## src/rtl/i2s_capture.sv

```systemverilog
// I2S master receiver: derives SCK/WS from clk and deserializes one slot into a
// parallel sample with a single-cycle ready strobe.
module i2s_capture #(
  parameter int SCK_HALF_PERIOD = 16,
  parameter int DATA_WIDTH      = 16,
  parameter int CHANNEL         = 0
) (
  input  logic                  clk,
  input  logic                  rst_n,
  output logic                  i2s_clk,
  output logic                  i2s_ws,
  input  logic                  i2s_sd,
  output logic [DATA_WIDTH-1:0] pcm_out,
  output logic                  ready
);

  localparam int               DIV_W    = $clog2(SCK_HALF_PERIOD);
  localparam logic [DIV_W-1:0] DIV_LAST = DIV_W'(SCK_HALF_PERIOD - 1);
  localparam logic [4:0]       LAST_BIT = 5'(DATA_WIDTH);
  localparam logic             SLOT     = 1'(CHANNEL);

  logic [DIV_W-1:0]      div_cnt;
  logic                  sck;
  logic [5:0]            bit_cnt;
  logic [5:0]            bit_cnt_nxt;
  logic [1:0]            sd_pipe;
  logic                  sd_sync;
  logic [DATA_WIDTH-1:0] shreg;
  logic [DATA_WIDTH-1:0] shift_nxt;
  logic                  terminal;
  logic                  rise_ev;
  logic                  fall_ev;
  logic                  in_slot;
  logic                  last_bit;

  assign terminal    = (div_cnt == DIV_LAST);
  assign rise_ev     = terminal & ~sck;
  assign fall_ev     = terminal & sck;
  assign bit_cnt_nxt = bit_cnt + 6'd1;
  assign sd_sync     = sd_pipe[1];

  // Slot bit 0 is the WS-transition bit; the MSB sits in bit 1.
  assign in_slot  = (bit_cnt[5] == SLOT) && (bit_cnt[4:0] != 5'd0) &&
                    (bit_cnt[4:0] <= LAST_BIT);
  assign last_bit = (bit_cnt[4:0] == LAST_BIT);

  generate
    if (DATA_WIDTH == 1) begin : g_narrow
      assign shift_nxt = sd_sync;
    end else begin : g_wide
      assign shift_nxt = {shreg[DATA_WIDTH-2:0], sd_sync};
    end
  endgenerate

  always_ff @(posedge clk) begin
    if (!rst_n) begin
      div_cnt <= '0;
      sck     <= 1'b0;
      bit_cnt <= '0;
      i2s_ws  <= 1'b0;
      sd_pipe <= '0;
      shreg   <= '0;
      pcm_out <= '0;
      ready   <= 1'b0;
    end else begin
      sd_pipe <= {sd_pipe[0], i2s_sd};
      ready   <= 1'b0;
      if (terminal) begin
        div_cnt <= '0;
        sck     <= ~sck;
      end else begin
        div_cnt <= div_cnt + DIV_W'(1);
      end
      if (fall_ev) begin
        bit_cnt <= bit_cnt_nxt;
        i2s_ws  <= bit_cnt_nxt[5];
      end
      if (rise_ev && in_slot) begin
        shreg <= shift_nxt;
        if (last_bit) begin
          pcm_out <= shift_nxt;
          ready   <= 1'b1;
        end
      end
    end
  end

  assign i2s_clk = sck;

endmodule

```

## config.mk

```make
export PLATFORM = sky130hd
export DESIGN_NAME = i2s_capture
export DESIGN_NICKNAME = d
export VERILOG_FILES = /design/src/rtl/i2s_capture.sv
export SDC_FILE = /design/constraint.sdc
export NUM_CORES = 1
export LEC_CHECK = 0
export CELL_PAD_IN_SITES_DETAIL_PLACEMENT = 1
export CELL_PAD_IN_SITES_GLOBAL_PLACEMENT = 1
export CORE_MARGIN = 2
export CORE_UTILIZATION = 46
export DETAILED_ROUTE_END_ITERATION = 8
export PLACE_DENSITY = 0.91
export SETUP_SLACK_MARGIN = 0.4
export SYNTH_ARGS = -nofsm -noshare
export SYNTH_HDL_FRONTEND = slang
export SYNTH_SLANG_ARGS = --single-unit
```

## constraint.sdc

```tcl
create_clock -name clk -period 3.75 [get_ports clk]
set_clock_uncertainty 0.05 [all_clocks]
set_input_delay 1.125 -clock clk [delete_from_list [all_inputs] [get_ports clk]]
set_output_delay 1.125 -clock clk [all_outputs]
set_load 0.05 [all_outputs]
```

; ---- Yosys cells after proc, flatten, opt, wreduce, memory -nomap -nowiden
; Index checks and enable logic that the tools add are counted.
[word_totals]
register_bits = 46
latchBits = 0
mem_bits_rw = 0
rom_bits = 0
in_bits = 3
out_inout_bits = 19
wordCells = 26
n_memories = 0
[op_classes]
n_addsub = 2
multipliers = 0
div = 0
n_lt_le_gt_ge = 1
n_eq_ne = 2
n_shift = 0
muxes = 1
bitwise = 5
n_reduce_logical = 7
[op_table]
columns = operator, n
row1 = "6-bit by 1-bit adder with 6-bit output, second input constant", 1
row2 = "5-bit == test, second input constant", 1
row3 = "5-bit <= comparator, second input constant", 1
row4 = 5-bit nonzero test, 1
row5 = "4-bit by 1-bit adder with 4-bit output, second input constant", 1
row6 = "4-bit == test, second input constant", 1
row7 = 2-bit AND reduction, 2
row8 = 1-bit logical AND, 3
row9 = 1-bit NOT, 3
row10 = 1-bit bitwise AND, 2
row11 = 2-bit OR reduction, 1
row12 = 1-bit two-way mux, 1

; ---- Longest topological paths before layout
[logic_depth]
word_depth = 5
mapped_depth = 7
mapped_depth_nobuf = 5

; ---- Worst setup path after synthesis
; No wires, ideal clock.
[synth_path]
kind = input to register
startpoint = input port rst_n
endpoint = register shreg[0]
setup_ps = 134
arrival_ps = 1977
required_ps = 3566
path_slack_ps = 1589
stages = 3
path_buffers = 0
cell_sequence = and3_1 mux2_2 or4_1
[synth_lines]
columns = item, line_no
row1 = start: declaration, 9  ; input logic rst_n,
row2 = end signal: assignment, 79  ; shreg <= shift_nxt;
row3 = end: declaration, 28  ; logic [DATA_WIDTH-1:0] shreg;

; ---- Final worst setup path
[layout_path]
startpoint = register sck, in the netlist i2s_clk
endpoint = output port i2s_clk
[layout_lines]
columns = item, line_no
row1 = start: declaration, 23  ; logic sck;
row2 = start signal: assignment, 70  ; sck <= ~sck;
row3 = end: declaration, 10  ; output logic i2s_clk,
; No word-level cell between the ends.

==> run metrics <==
status=completed; Worst Path Arrival=1.68 ns; PD cells=315 mW/mm2; TritonCTS clock tree=done; hold buffers post-CTS=0; clk slew on worst S/H paths=0.09 ns; commonest non-fill, non-tap cell in the layout=dfxtp_1; Yosys top cell area share=39.1%; max cap viols=0; vias in the first global route=1943; Top Metal Used=met4; area leader, netlist=dfxtp_1; Final setup viols=0; gr usage total=21.6%; HP Class=flop to flop; CP required=2.57 ns; Slew Limit Fails=0; H-tree depth=2; largest net degree at the start of global routing=69; die footprint=0.00559 mm2; Cell Area, Synth=0.00230 mm2; max-slew headroom at the worst pin=31.4%; Post-Syn Instances=262; WL per Instance=16.8 um; kind of cell adding the most delay to the critical path=buffers and inverters; ANT cells=0; Seq cells post-synth=45; Slew @ Worst Pin=1.03 ns; hold slack=0.401 ns; RSZ-0062 raised after global routing=false; grt ovf=0; reg-to-reg slack, setup=1.37 ns; commonest cells after routing, fill and taps aside=dfxtp_1, nand4_1, nand2_1, clkdlybuf4s50_1, mux2i_1; initial antenna violation count=0; leak pwr=0.983 nW; Clk Tree Root Cell=clkbuf_8; register area share after synthesis=39.1%; syn_area_per_cell=8.79 um2; DRT Wirelength=5640 um; final hold vios=0; # clock sinks=45; Peak VDD IR=0.232 mV; Final TNS setup=0 ns; max incr delay on CP=0.86 ns; layout cell share with drive strength beyond 1=6.69%; vias=2042; # IOs=22; Starting Density=48.1%; area delta synth->final=11.9%; CP Cell Sequence=clkdlybuf4s50_1; Final #Nets=274; Final Critical Period=2.85 ns; I/O Buffers=21; Place WS=0.926 ns; CP max stage cell=clkdlybuf4s50_1; Placeable Area=0.00479 mm2; Iteration-0 DRC Markers=100; fin worst setup slack=0.900 ns; top post-synthesis cells by area=dfxtp_1, nand4_1, mux2i_1, and3b_1, nand2_1; post-CTS setup buffers=0; Yosys cell types=39; DIE HEIGHT=74.8 um; fin crit share=76.0%; DR pass1 iterations=4; Via-to-Cell Ratio=6.08; crit path buf inv count=1; Worst setup EP type=output pin; Max Fanout on Critical Path=6; clock latency on the worst-skew pair=0.30 ns; Clock Path Buffers=2; Post-Route M1 WL=2660 um; first-pass GRT wire length=9370 um; Routed Antenna Nets=0; Detail Placement HPWL=3470 um; Worst setup SP type=flop; syn_nets=268; Die Width=74.8 um; FMAX=0.351 GHz; total CTS buffers=5; CP Class=flop to output pin; DR WL met2=2710 um; met3 wire len=228 um; post_cts resized=0; row cnt=25; DRC=0; routability cong.=0.672; Yosys warning count=0
sequential cells by signal (all words and copies together) (netlist names):
register	count
ready	1
bit_cnt	5
sd_pipe	2
pcm_out	16
i2s_clk	1
shreg	15
div_cnt	4
i2s_ws	1
worst paths after layout:
kind,startpoint,end,depth (start not counted)
setup / recovery,i2s_clk$_SDFFE_PN0N_,i2s_clk,1
setup reg to reg,bit_cnt[0]$_SDFFE_PN0P_,pcm_out[9]$_SDFFE_PN0P_,5
hold reg to reg,pcm_out[12]$_SDFFE_PN0P_,pcm_out[12]$_SDFFE_PN0P_,2
hold / removal,pcm_out[12]$_SDFFE_PN0P_,pcm_out[12]$_SDFFE_PN0P_,2
Yosys cell counts (all sizes together):
cell type / instances
a21o: 2
nand4: 34
or3b: 1
o211ai: 3
clkinv: 1
or4: 3
nand4b: 1
o21bai: 1
nor2: 5
nor4: 2
mux2: 2
o31ai: 2
and3b: 14
xnor2: 3
nand3b: 2
and3: 16
and2: 3
or2: 1
nor3b: 1
buf: 11
or3: 2
nor3: 1
mux2i: 18
a21oi: 8
inv: 4
and4: 1
ha: 3
dfxtp: 45
o2111ai: 9
nand3: 5
nand2: 31
o21ai: 13
clkbuf: 14
through the flow:
stage               cells  util (%)  cell area, um2  power [mW]
floorplan             262         -            2300       0.510
global placement      328      51.9            2490       0.514
detailed placement    328      51.9            2490       0.516
CTS                   336      53.9            2580       0.820
global route          336      53.9            2580       0.844
finish                336      53.9            2580       0.811
where the power goes:
group | leakage (nW) | switching, mW | total (mW) | internal [mW]
registers | 0.363 | 0.00383 | 0.485 | 0.481
clock network | 0.0364 | 0.175 | 0.306 | 0.131
logic | 0.583 | 0.0146 | 0.0198 | 0.00519
total | 0.983 | 0.194 | 0.811 | 0.617
layer usage:
layer  track usage [%]  vias to the layer above
met1              29.0                     1007
met3              5.89                        4
li1                  -                      987
met2              34.1                       44
met5                 0                        -
met4              6.55                        0
cell type report:
type	count	area (um2)
repair buffers	24	228
clock buffers	5	68.8
well taps	67	83.8
fillers	579	2210
inverters	5	18.8
multi-input cells	187	1250
flip-flops and latches	45	901
clock inverters	3	22.5
cells by family (layout without fill, tap and decap cells):
logic type	Yosys count	after routing	synth area share (%)
AND/OR/NAND/NOR	123	123	32.2
XOR/XNOR	3	3	1.14
flip-flops	45	45	39.1
AO/OA/AOI/OAI	38	38	10.6
adder cells (fa/ha/maj)	3	3	1.63
buffers and inverters	30	37	6.52
multiplexers	20	20	8.80
(Power assumes the default switching activity.)
